$ cat src/rtl/intersection_scheduler.sv
// Ray/triangle intersection job scheduler.
// Accepts one ray job, streams the job's triangles from memory into a pipelined
// intersection unit at one per cycle, tracks the closest hit as in-order results
// return, and presents the closest hit until the consumer takes it.
module intersection_scheduler #(
    parameter int                 IDX_W = 16,
    parameter logic signed [31:0] MAX_T = 32'sh7FFFFFFF
) (
    input  logic                    i_clk,
    input  logic                    i_rstn,
    input  logic                    i_req_valid,
    output logic                    o_req_ready,
    input  logic signed [31:0]      i_ray [0:1][0:2],
    input  logic [IDX_W-1:0]        i_tri_base,
    input  logic [IDX_W-1:0]        i_tri_count,
    output logic [IDX_W-1:0]        o_tri_addr,
    output logic                    o_tri_rd,
    input  logic signed [31:0]      i_tri_data [0:2][0:2],
    output logic                    o_int_en,
    output logic signed [31:0]      o_int_tri [0:2][0:2],
    output logic signed [31:0]      o_int_ray [0:1][0:2],
    input  logic                    i_int_valid,
    input  logic                    i_int_result,
    input  logic signed [31:0]      i_int_t,
    output logic                    o_res_valid,
    input  logic                    i_res_ready,
    output logic                    o_hit,
    output logic [IDX_W-1:0]        o_hit_idx,
    output logic signed [31:0]      o_hit_t
);

    typedef enum logic [1:0] {IDLE, ISSUE, DRAIN, DONE} state_t;

    state_t                 state_reg, state_next;
    logic [IDX_W-1:0]       base_reg;
    logic [IDX_W-1:0]       count_reg;
    logic [IDX_W-1:0]       issue_cnt_reg;
    logic [IDX_W-1:0]       ret_cnt_reg;
    logic [IDX_W-1:0]       ret_cnt_next;
    logic                   best_hit_reg;
    logic [IDX_W-1:0]       best_idx_reg;
    logic signed [31:0]     best_t_reg;
    logic                   int_en_reg;
    logic signed [31:0]     ray_reg [0:1][0:2];
    logic                   accept;
    logic                   ret_fire;

    // A job is taken only while idle; results count only while the job is in flight.
    assign accept       = (state_reg == IDLE) && i_req_valid;
    assign ret_fire     = i_int_valid && ((state_reg == ISSUE) || (state_reg == DRAIN));
    assign ret_cnt_next = ret_fire ? ret_cnt_reg + IDX_W'(1) : ret_cnt_reg;

    // Next-state and per-state strobes.
    always_comb begin
        state_next  = state_reg;
        o_req_ready = 1'b0;
        o_tri_rd    = 1'b0;
        o_res_valid = 1'b0;
        case (state_reg)
            IDLE: begin
                o_req_ready = 1'b1;
                if (i_req_valid)
                    state_next = (i_tri_count == '0) ? DONE : ISSUE;
            end
            ISSUE: begin
                o_tri_rd = 1'b1;
                if (issue_cnt_reg == count_reg - IDX_W'(1))
                    state_next = DRAIN;
            end
            DRAIN: begin
                // Counts the return arriving this very cycle.
                if (ret_cnt_next == count_reg)
                    state_next = DONE;
            end
            DONE: begin
                o_res_valid = 1'b1;
                if (i_res_ready)
                    state_next = IDLE;
            end
            default: state_next = IDLE;
        endcase
    end

    // State, counters, job latches and closest-hit tracking.
    always_ff @(posedge i_clk or negedge i_rstn) begin
        if (!i_rstn) begin
            state_reg     <= IDLE;
            base_reg      <= '0;
            count_reg     <= '0;
            issue_cnt_reg <= '0;
            ret_cnt_reg   <= '0;
            best_hit_reg  <= 1'b0;
            best_idx_reg  <= '0;
            best_t_reg    <= MAX_T;
            int_en_reg    <= 1'b0;
            for (int r = 0; r < 2; r++)
                for (int c = 0; c < 3; c++)
                    ray_reg[r][c] <= '0;
        end else begin
            state_reg  <= state_next;
            // Memory data lands one cycle after the read, so the issue strobe trails it.
            int_en_reg <= o_tri_rd;
            if (accept) begin
                base_reg      <= i_tri_base;
                count_reg     <= i_tri_count;
                issue_cnt_reg <= '0;
                ret_cnt_reg   <= '0;
                best_hit_reg  <= 1'b0;
                best_idx_reg  <= '0;
                best_t_reg    <= MAX_T;
                ray_reg       <= i_ray;
            end else begin
                if (o_tri_rd)
                    issue_cnt_reg <= issue_cnt_reg + IDX_W'(1);
                if (ret_fire) begin
                    ret_cnt_reg <= ret_cnt_next;
                    // Strict compare: an equal t later in the list never displaces an earlier one.
                    if (i_int_result && (i_int_t < best_t_reg)) begin
                        best_hit_reg <= 1'b1;
                        best_idx_reg <= ret_cnt_reg;
                        best_t_reg   <= i_int_t;
                    end
                end
            end
        end
    end

    // Operands are forced to zero whenever no issue is taking place.
    generate
        for (genvar gi = 0; gi < 3; gi++) begin : g_vert
            for (genvar gj = 0; gj < 3; gj++) begin : g_comp
                assign o_int_tri[gi][gj] = int_en_reg ? i_tri_data[gi][gj] : 32'sd0;
            end
        end
    endgenerate

    assign o_tri_addr = base_reg + issue_cnt_reg;
    assign o_int_en   = int_en_reg;
    assign o_int_ray  = ray_reg;
    assign o_hit      = best_hit_reg;
    assign o_hit_idx  = best_idx_reg;
    assign o_hit_t    = best_t_reg;

endmodule

$ cat config.mk
export PLATFORM = sky130hd
export DESIGN_NAME = intersection_scheduler
export DESIGN_NICKNAME = d
export VERILOG_FILES = /design/src/rtl/intersection_scheduler.sv
export SDC_FILE = /design/constraint.sdc
export NUM_CORES = 1
export LEC_CHECK = 0
export ABC_AREA = 1
export CAP_MARGIN = 0
export CORE_AREA = 2 2 428 430
export DETAILED_ROUTE_END_ITERATION = 7
export DIE_AREA = 0 0 430 432
export PLACE_DENSITY = 0.3
export RECOVER_POWER = 25
export SYNTH_ARGS = -nofsm -noshare
export SYNTH_HDL_FRONTEND = slang
export SYNTH_SLANG_ARGS = --single-unit
$ cat constraint.sdc
create_clock -name i_clk -period 4.2 [get_ports i_clk]
set_input_delay 1.26 -clock i_clk [delete_from_list [all_inputs] [get_ports i_clk]]
set_output_delay 1.26 -clock i_clk [all_outputs]
set_load 0.02 [all_outputs]
---- Word-level counts from Yosys, hierarchy flattened ----
Index checks and enable logic that the tools add are counted.
storage, ports and cells
  word-level logic and storage cells ...... 72
  bits of input ports ..................... 550
  register bits after elaboration ......... 308
  output and inout bits ................... 549
operators by class
  eq/ne operators ......................... 9
  muxes and demuxes ....................... 32
  magnitude comparators ................... 1
  reduce and logical (&&, ||, !) cells .... 11
  add/sub/neg operators ................... 4
operators by type and width
  operator               number
  $mux 32                12
  $mux 16                8
  $add 16x1->16 const B  2
  $eq 16x16->1           2
  $lt 32x32->1           1
  $add 16x16->16         1
  $logic_not 16->1       1
  $sub 16x1->16 const B  1
  $mux 2                 5
  $pmux 2 s4             1
  $mux 1                 6
  $reduce_bool 2->1      3
  $eq 2x2->1 const B     2
  $ne 2x1->1 const B     2
  $ne 2x2->1 const B     2
  $reduce_and 4->1       1
  $logic_and 1x1->1      3
  $eq 2x1->1 const B     1
  $logic_not 2->1        1
  $reduce_and 2->1       1
  $logic_or 1x1->1       1

---- Depth between registers and ports, before layout ----
Gate-level depths: netlist (run 1).
  word-level depth ........................ 7
  gate-level depth with buffers ........... 18
  mapped depth without buffers ............ 18

---- Least setup slack after synthesis (run 1) ----
Ideal clock, no wire load.
  path kind ............................... register to output
  start point ............................. register issue_cnt_reg[0]
  end point ............................... output port o_tri_addr[12]
  required time ........................... 2940 ps
  cell stages (with the launch flop) ...... 12
  arrival time ............................ 2317 ps
  setup slack ............................. 623 ps
  path buffers ............................ 0
  cells stage by stage .................... dfrtp_1 > ha_1 > inv_1 > fa_1 > nand3b_1 > nand2_1 > inv_1 > o21a_1 > o21ai_1 > a21boi_0 > o21ai_1 > xor2_1
on the way
  word-level cells in the longest chain between the ends .. 1
ends and longest elaborated chain
  element                 RTL line  source
  from (decl)             37        logic [IDX_W-1:0] issue_cnt_reg;
  from (signal assigned)  114       issue_cnt_reg <= issue_cnt_reg + IDX_W'(1);
  $add 16x16->16          137       assign o_tri_addr = base_reg + issue_cnt_reg;
  to (decl)               16        output logic [IDX_W-1:0] o_tri_addr,
No other way between the ends.

==> impl_metrics.py, run 1 <==
metrics = {
    "critical_path": {
        "crit_buf_inv": 3,
        "end_kind": "output pin",
        "crit_top_cell": "clkdlybuf4s50_1",
        "crit_type": "input port to output pin",
        "cp.arrival_ns": 2.99,
        "required_ns": 2.94,
        "cp_max_fo": 1,
        "crit_slowest_cell": "clkdlybuf4s50_1",
        "crit_family": "buffers and inverters",
        "cp-start-kind": "input port",
        "cp_cell_sequence": "clkdlybuf4s50_1, nand2_1, inv_1, clkdlybuf4s50_1",
        "cpPeakStageDelay_ns": 0.61,
    },
    "yosys": {
        "synth.distinct_cells": 44,
        "ys.flop_type": "dfrtp_1",
        "synth.net_count": 3070,
        "syn_area_per_cell_um2": 6.93,
        "synth-simple-area-share_pct": 34.3,
        "ys_warn_count": 0,
        "synth_top_family_by_area": "simple AND/OR/NAND/NOR gates",
        "ys_seq_area_share_pct": 45.3,
        "synth-compound-area-share_pct": 3.55,
        "yosysTopAreaCellShare_pct": 40.6,
        "synth_xor_area_share_pct": 1.44,
        "ys_ff_latch": 308,
        "synth.area.top_cells": "dfrtp_1, nand2_1, inv_1",
        "yosysMostFrequentCell": "nand2_1",
        "synthCells": 2466,
        "synthAdderAreaFrac_pct": 4.00,
        "syn_area_mm2": 0.0171,
        "async_flop_share_pct": 100,
        "synth_area_leader_cell": "dfrtp_1",
        "synth_edf_count": 0,
        "synthTopCellsByCount": "nand2_1, inv_1, dfrtp_1",
        "synth_mux_area_share_pct": 0,
    },
    "floorplan": {
        "start_util_pct": 9.40,
        "fp.coreArea_mm2": 0.182,
        "die_y_um": 432,
        "rows": 157,
        "die_area_mm2": 0.186,
        "die_x_um": 430,
        "io_pins": 1099,
    },
    "detailed_routing": {
        "drt-total-wl_um": 181000,
        "drt-wirelength-per-cell_um": 29.8,
        "vias": 20700,
        "antenna_left": 0,
        "drt_iter0_markers": 1005,
        "post-route-drc-count": 0,
        "dr.pass1.iters": 5,
        "vias_per_cell": 3.40,
    },
    "outcome": {
        "violations": "capacitance limit, slew limit, setup timing",
        "outcome": "finished, violations left",
    },
    "sta": {
        "fin_tns_setup_ns": -0.0700,
        "tightest_slew_ns": 2.73,
        "rsz0062_at_grt": "yes",
        "skew_ns": 0.0222,
        "period_share_pct": 101,
        "worst_slack_ns": -0.0512,
        "setup_violations": 2,
        "finalHoldViolations": 0,
        "period_minus_slack_ns": 4.25,
        "timing.final.max_slew_violations": 42,
        "relSlewSlack_pct": -82.1,
        "max_freq_ghz": 0.235,
    },
    "clock_tree": {
        "cts_sinks": 308,
        "clkTransAtPathRegs_ns": 0.06,
        "root_buffer": "clkbuf_16",
        "hold_buffers": 0,
        "clk_path_buf_depth": 3,
        "cts_buffers": 45,
        "insertion_delay_ns": 0.63,
        "htreeDepth": 2,
        "cts_tree": "built",
    },
    "global_route": {
        "antenna_found_initial": 59,
        "grt_pass1_wl_um": 228000,
        "overflow": 0,
        "grt_util_all_layers_pct": 19.0,
        "grt_start_max_net_pins": 87,
        "grt_pass1_vias": 21300,
    },
    "worst_hold_path": {
        "holdCritPathClass": "flip-flop to flip-flop",
    },
    "layout": {
        "syn2layout_area_growth_pct": 102,
        "largest_register_ffs": 192,
        "final_area_mm2": 0.0345,
        "layout.nets": 4235,
        "final_util_pct": 19.0,
        "fillers": 20500,
        "layout.area.seq_mm2": 0.00775,
        "multi_input_area_mm2": 0.00749,
        "drive_gt1_share_pct": 10.7,
    },
    "power_and_ir_drop": {
        "ir_worst_vdd_mv": 0.286,
        "p_per_area_mw_per_mm2": 683,
        "power.leakage_uw": 0.0172,
    },
    "placed_design": {
        "gp_congestion": 1.04,
        "io_buffers": 1098,
        "dpl.hpwl_um": 152000,
        "placed_area_mm2": 0.0329,
    },
    "flow_run": {
        "maxCapViolCount": 1,
    },
}
==> metal layers <==
layer | up-vias | share of wire, % | track usage [%]
met5 | - | 0.12 | 0
met4 | 36 | 9.2 | 14.6
met3 | 306 | 8.1 | 7.21
met2 | 873 | 48 | 31.6
met1 | 9738 | 35 | 19.3
li1 | 9709 | - | -
==> logic make-up after synthesis <==
| logic type | Yosys count |
|---|---|
| simple gates | 1451 |
| buf+inv | 512 |
| flops | 308 |
| compound gates | 113 |
| fa+ha+maj | 54 |
| xor+xnor | 28 |
==> report_power, final <==
group,switching [uW],internal [uW],total [uW]
Combinational,8630,5690,14300
Clock,1670,2310,3970
Sequential,940,4330,5270
==> cell type report <==
| type | instances | share of cell area, % |
|---|---|---|
| diodes | 28 | 0.203 |
| clock buffers | 63 | 3.69 |
| clock inverters | 17 | 0.562 |
| inverters | 408 | 4.48 |
| multi-input cells | 1646 | 21.7 |
| flip-flops and latches | 308 | 22.4 |
| well taps | 2385 | 8.64 |
| repair buffers | 1222 | 38.3 |
==> what timing repair did <==
action / 4_1_cts / 5_1_grt
setup buffers: 7 / 1
gates cloned: 0 / 0
pin swaps: 4 / 6
endpoints found under the setup margin: 21 / 17
gates resized for setup: 31 / 22
==> worst paths after layout <==
check	startpoint	to	slack, ns	cells after the start
worst max-delay path	i_tri_data[282]	o_int_tri[282]	-0.05	4
worst min-delay path	o_int_ray[84]	o_int_ray[84]	0.48	2
worst max register to register	o_hit_t[5]	o_hit_t[26]	1.44	15
worst min register to register	o_int_ray[84]	o_int_ray[84]	0.48	2
max in group asynchronous	i_rstn	o_hit_idx[7]	0.43	2
min in group asynchronous	i_rstn	o_int_ray[103]	1.66	1
==> metrics by stage <==
step | setup slack (ns) | instances | total power (uW) | hold slack (ns)
CTS | -0.0672 | 6048 | 24000 | 0.480
global placement | -0.00127 | 5961 | 19700 | 0.461
floorplan | 0.623 | 2466 | 11100 | 0.455
finish | -0.0512 | 6077 | 23600 | 0.475
detailed placement | 0.0194 | 5961 | 19600 | 0.464
global route | -0.131 | 6057 | 25100 | 0.490
==> worst register-to-register path, stage by stage (launching register included) <==
cell and delay, ns:
dfstp_2 0.55, inv_1 0.05, ha_1 0.28, a21oi_1 0.14, buf_4 0.17, nor2_1 0.06
a211oi_1 0.18, nand2_1 0.11, nand2_1 0.07, nand2_1 0.11, nand2_1 0.13, nand3b_1 0.13
nand3_2 0.15, buf_4 0.36, nand3_1 0.13, nand2_1 0.10
==> placed cells by master, fill, tap and decap left out, types with 5 or more instances in the layout <==
master           Yosys  final
nor2_1              71     71
nand2_1           1179   1171
nor3_1               8      8
diode_2              0     28
buf_4                3     76
xnor2_1             11     10
nand2_2              6     13
buf_12               0    120
dfstp_2             31     31
clkinv_2             0      8
xor2_1              17     15
nand3_1            120    119
clkdlybuf4s50_1      0   1003
nand3b_1             5      5
clkbuf_8             0      8
nand4_1             12     12
clkbuf_1            90     11
clkbuf_16            0     46
o21ai_0             39     38
or2_2               31     31
ha_1                53     52
clkbuf_2             0      5
dfrtp_1            277    275
inv_1              406    401
nand3_2              4      5
a21oi_1             53     53
(Power assumes the default switching activity.)
==> run 2, diff against run 1 <==
CORE_AREA = 2 2 422 424   (was 2 2 428 430)
CTS_BUF_LIST = sky130_fd_sc_hd__clkbuf_8   (was default)
DIE_AREA = 0 0 424 426   (was 0 0 430 432)
SETUP_SLACK_MARGIN = 0.5   (was default)
==> impl_metrics.py, run 2 (synthesis gave the netlist of run 1 again) <==
metrics = {
    "outcome": {
        "outcome": "finished, violations left",
        "violations": "capacitance limit, slew limit",
    },
    "global_route": {
        "overflow": 0,
        "grt_util_all_layers_pct": 19.6,
        "grt_pass1_wl_um": 228000,
        "antenna_found_initial": 59,
        "grt_start_max_net_pins": 100,
        "grt_pass1_vias": 21500,
    },
    "power_and_ir_drop": {
        "power.leakage_uw": 0.0181,
        "ir_worst_vdd_mv": 0.239,
        "finalPower_uw": 24800,
        "p_per_area_mw_per_mm2": 694,
    },
    "detailed_routing": {
        "vias_per_cell": 3.42,
        "post-route-drc-count": 0,
        "dr.pass1.iters": 4,
        "drt-wirelength-per-cell_um": 29.9,
        "drt-total-wl_um": 182000,
        "vias": 20900,
        "drt_iter0_markers": 948,
        "antenna_left": 0,
    },
    "layout": {
        "final_cell_mix": "nand2_1, clkdlybuf4s50_1, inv_1",
        "layout.nets": 4297,
        "final_area_mm2": 0.0357,
        "final_common_cell": "nand2_1",
        "syn2layout_area_growth_pct": 109,
        "drive_gt1_share_pct": 20.2,
        "final_util_pct": 20.3,
        "largest_register_ffs": 192,
    },
    "clock_tree": {
        "cts_tree": "built",
        "root_buffer": "clkbuf_8",
        "clk_path_buf_depth": 3,
        "clkTransAtPathRegs_ns": 0.07,
        "cts_sinks": 308,
        "insertion_delay_ns": 0.75,
        "cts_buffers": 72,
        "hold_buffers": 0,
        "htreeDepth": 3,
    },
    "critical_path": {
        "cp.arrival_ns": 2.88,
        "crit_buf_inv": 3,
        "timing.rr.end": "o_hit_idx[14]",
        "cp_cell_sequence": "ha_2, inv_2, fa_2, nand3b_1, nand2_2, inv_2, o21a_1, o21ai_2, a21boi_2, o21ai_2, xor2_2, clkbuf_16",
        "cpPeakStageDelay_ns": 0.35,
        "cp_max_fo": 2,
        "rr_worst_depth": 15,
        "cp-start-kind": "flip-flop",
        "crit_family": "compound AO/OA/AOI/OAI gates",
        "crit_slowest_cell": "dfrtp_1",
        "rrSetupSlack_ns": 1.57,
        "end_kind": "output pin",
        "reg2reg_from": "o_hit_t[9]",
        "required_ns": 2.94,
        "crit_type": "flip-flop to output pin",
    },
    "sta": {
        "finalHoldViolations": 0,
        "period_share_pct": 98.6,
        "rsz0062_at_grt": "yes",
        "fin_tns_setup_ns": 0,
        "skew_ns": 0.0297,
        "holdWs_ns": 0.473,
        "period_minus_slack_ns": 4.14,
        "relSlewSlack_pct": -57.5,
        "timing.final.max_slew_violations": 120,
        "max_freq_ghz": 0.242,
        "tightest_slew_ns": 2.36,
        "setup_violations": 0,
    },
    "worst_hold_path": {
        "whs_path_depth": 2,
        "holdCritPathClass": "flip-flop to flip-flop",
        "hold_end": "o_int_ray[12]",
        "hold_path_startpoint": "o_int_ray[12]",
    },
    "floorplan": {
        "io_pins": 1099,
        "fp.coreArea_mm2": 0.176,
        "die_y_um": 426,
        "rows": 154,
        "die_x_um": 424,
        "die_area_mm2": 0.181,
        "start_util_pct": 9.72,
    },
    "placed_design": {
        "dpl.hpwl_um": 151000,
        "io_buffers": 1098,
        "gp_congestion": 0.924,
        "placed_area_mm2": 0.0323,
    },
    "flow_run": {
        "maxCapViolCount": 2,
    },
}
[run 2: worst max path at each step]
stage                           startpoint              to  slack, ns  cells past startpoint
final                     issue_cnt_reg[0]  o_tri_addr[12]       0.06                     12
after global routing           base_reg[0]  o_tri_addr[12]      -0.19                     12
after CTS                 issue_cnt_reg[0]  o_tri_addr[12]      -0.23                     12
after detailed placement   i_tri_data[251]  o_int_tri[251]       0.08                      4
after global placement      i_tri_data[38]   o_int_tri[38]       0.08                      4
after floorplan           issue_cnt_reg[0]  o_tri_addr[12]       0.62                     11
[run 2: repair_timing]
item / in CTS / in global routing
endpoints found under the setup margin: 280 / 172
setup buffers: 24 / 32
pin swaps: 13 / 16
gates resized for setup: 831 / 383
cloned: 8 / 3
[run 2: power by group]
part / total (uW) / switching (uW) / internal (uW) / leakage (uW)
clock network: 3700 / 1670 / 2030 / 0.000792
registers: 5290 / 956 / 4330 / 0.00383
logic: 15800 / 9620 / 6170 / 0.0135
[run 2: layout make-up]
class                      count  area, um^2
clock inverter                27         175
tap                         2340        2930
antenna                       32        80.1
multi-input combinational   1646        8780
inverter                     408        1570
fill                       19800      140000
clock buffer                  90        1240
timing repair buffer        1257       13200
sequential                   308        7750
[run 2: stage by stage]
| step | setup WS (ns) | std cells |
|---|---|---|
| after CTS | -0.235 | 6041 |
| final | 0.0596 | 6108 |
| after global routing | -0.186 | 6088 |
| after detailed placement | 0.0767 | 5892 |
| after global placement | 0.0809 | 5892 |
| after floorplan | 0.623 | 2466 |
[run 2: per-layer routing]
metal / track usage (%) / up-vias / wire, um
li1: - / 9849 / -
met1: 18.6 / 9779 / 60900
met2: 32.8 / 955 / 87300
met3: 8.62 / 312 / 16600
met4: 16.2 / 18 / 17500
met5: 0 / - / 120
[run 2: worst reg2reg max path: cells and delay by family (launching register included)]
| family | cells | cell delay (ns) |
|---|---|---|
| flops | 1 | 0.58 |
| compound gates | 2 | 0.26 |
| fa+ha+maj | 1 | 0.28 |
| buf+inv | 3 | 0.15 |
| simple gates | 9 | 1.29 |
==> run 3, diff against run 2 <==
ABC_AREA = 0   (was 1)
CORE_AREA = 2 2 434 436   (was 2 2 422 424)
DIE_AREA = 0 0 436 438   (was 0 0 424 426)
==> impl_metrics.py, run 3 <==
metrics = {
    "outcome": {
        "outcome": "finished, violations left",
        "violations": "capacitance limit, slew limit, setup timing",
    },
    "global_route": {
        "overflow": 0,
        "antenna_found_initial": 56,
        "grt_start_max_net_pins": 96,
        "grt_util_all_layers_pct": 13.9,
        "grt_pass1_vias": 19900,
        "grt_pass1_wl_um": 181000,
    },
    "sta": {
        "fin_tns_setup_ns": -0.783,
        "finalHoldViolations": 0,
        "tightest_slew_ns": 2.25,
        "relSlewSlack_pct": -50.1,
        "timing.final.max_slew_violations": 68,
        "skew_ns": 0.0482,
        "period_minus_slack_ns": 4.39,
        "worst_slack_ns": -0.194,
        "setup_violations": 6,
        "rsz0062_at_grt": "yes",
        "max_freq_ghz": 0.228,
        "period_share_pct": 105,
    },
    "critical_path": {
        "cp_max_fo": 2,
        "crit_type": "flip-flop to output pin",
        "end_kind": "output pin",
        "required_ns": 2.94,
        "cp-start-kind": "flip-flop",
        "cp.arrival_ns": 3.13,
    },
    "layout": {
        "final_area_mm2": 0.0336,
        "final_util_pct": 18.0,
        "drive_gt1_share_pct": 12.1,
        "layout.nets": 3813,
        "final_cell_mix": "clkdlybuf4s50_1, nand2_1, and2_1",
        "syn2layout_area_growth_pct": 97.2,
        "largest_register_ffs": 192,
        "fillers": 21200,
        "final_cells": 5787,
        "final_common_cell": "clkdlybuf4s50_1",
    },
    "clock_tree": {
        "cts_tree": "built",
        "htreeDepth": 3,
        "clkTransAtPathRegs_ns": 0.05,
        "root_buffer": "clkbuf_8",
        "insertion_delay_ns": 0.76,
        "hold_buffers": 0,
        "cts_sinks": 308,
        "clk_path_buf_depth": 3,
        "cts_buffers": 71,
    },
    "placed_design": {
        "dpl.hpwl_um": 111000,
        "io_buffers": 1098,
        "gp_congestion": 0.921,
        "placed_cells": 5608,
        "placed_area_mm2": 0.0318,
    },
    "yosys": {
        "async_flop_share_pct": 100,
        "ys_ff_latch": 308,
        "ys.flop_type": "dfrtp_1",
        "synthCells": 2062,
        "synth_area_leader_cell": "dfrtp_1",
        "ys_warn_count": 0,
        "syn_area_mm2": 0.0170,
        "synth.distinct_cells": 61,
        "synthTopCellsByCount": "nand2_1, and2_1, dfrtp_1",
        "syn_area_per_cell_um2": 8.26,
        "synth.area.top_cells": "dfrtp_1, nand2_1, and2_1",
        "synth.net_count": 2666,
        "yosysMostFrequentCell": "nand2_1",
        "ys_seq_area_share_pct": 45.5,
        "yosysTopAreaCellShare_pct": 40.7,
        "synth_edf_count": 0,
    },
    "detailed_routing": {
        "dr.pass1.iters": 5,
        "drt-wirelength-per-cell_um": 23.7,
        "post-route-drc-count": 0,
        "vias": 19200,
        "drt-total-wl_um": 137000,
        "drt_iter0_markers": 845,
        "vias_per_cell": 3.32,
        "antenna_left": 0,
    },
    "power_and_ir_drop": {
        "power.leakage_uw": 0.0154,
        "ir_worst_vdd_mv": 0.289,
        "p_per_area_mw_per_mm2": 651,
    },
    "flow_run": {
        "maxCapViolCount": 1,
    },
    "floorplan": {
        "die_area_mm2": 0.191,
        "die_x_um": 436,
        "fp.coreArea_mm2": 0.187,
        "start_util_pct": 9.12,
        "io_pins": 1099,
        "die_y_um": 438,
        "rows": 159,
    },
    "worst_hold_path": {
        "holdCritPathClass": "flip-flop to flip-flop",
    },
}
## run 3: cell types whose count changed after synthesis, sizes merged, moves of 12 or more
cell	change
nand2	-465
inv	-352
and2	+291
nand3	-108
a31oi	+36
clkbuf	+35
xnor2	+33
a221o	+31
a21oi	-30
or2	-30
mux2i	+23
nor2	+15
nor4	+12
## run 3: power breakdown
group	switching, uW	total, uW	internal [uW]	leakage, uW
clock	1710	3850	2140	0.000852
combinational	7470	12800	5380	0.0107
sequential	909	5170	4260	0.00385
total	10100	21900	11800	0.0154
## run 3: cells by family (layout without fill, tap and decap cells)
group	count (synthesis)	count (layout)	share of synthesized area (%)
flops	308	308	45.5
simple gates	1209	1209	32.5
compound gates	200	200	8.02
other cells	0	31	0
fa+ha+maj	54	54	4.01
xor+xnor	74	74	4.14
buf+inv	194	1393	4.45
mux	23	23	1.35
## run 3: metal layers
metal / up-vias / routed length, um / GRT usage [%]
met5: - / 246 / 0
met4: 40 / 7290 / 7.21
met3: 209 / 9000 / 4.10
met2: 762 / 80600 / 28.8
met1: 9207 / 40100 / 11.6
li1: 8988 / - / -
## run 3: worst paths after layout
check | endpoint | slack (ns) | depth (start not counted) | from
setup / recovery | o_tri_addr[14] | -0.19 | 12 | base_reg[0]
hold / removal | o_int_ray[49] | 0.47 | 2 | o_int_ray[49]
max in group asynchronous | o_int_ray[190] | 0.77 | 2 | i_rstn
hold reg to reg | o_int_ray[49] | 0.47 | 2 | o_int_ray[49]
setup reg to reg | o_hit_t[3] | 1.04 | 12 | o_hit_t[2]
min in group asynchronous | o_int_ray[86] | 1.14 | 1 | i_rstn
## run 3: what timing repair did
item,CTS,global route
pin swaps,24,14
setup buffers,16,3
endpoints found under the setup margin,247,49
cloned,3,1
gates resized for setup,301,25
## run 3: worst max-delay path, stage by stage (launching register included)
cell	delay (ns)
dfrtp_1	0.35
ha_2	0.19
inv_2	0.04
fa_2	0.33
nor2b_1	0.13
o21a_1	0.16
o21ai_2	0.10
a2111oi_4	0.40
o31ai_2	0.12
o21bai_1	0.17
a21oi_2	0.09
xnor2_2	0.14
buf_6	0.15
## run 3: per-stage QoR
step / setup WS [ns] / total power [uW] / hold WS [ns]
floorplan: 0.505 / 11000 / 0.452
global placement: -0.455 / 18400 / 0.456
detailed placement: -0.434 / 18300 / 0.461
CTS: -0.371 / 22500 / 0.429
global route: -0.485 / 23400 / 0.490
finish: -0.194 / 21900 / 0.470
## run 3: layout make-up
type / count / area [um^2] / area share, %
Timing Repair Buffer: 1213 / 12100 / 36.0
Sequential cell: 308 / 7750 / 23.1
Clock inverter: 34 / 273 / 0.812
Antenna cell: 31 / 77.6 / 0.231
Clock buffer: 91 / 1250 / 3.73
Multi-Input combinational cell: 1560 / 8810 / 26.2
Tap cell: 2495 / 3120 / 9.30
Inverter: 55 / 206 / 0.615
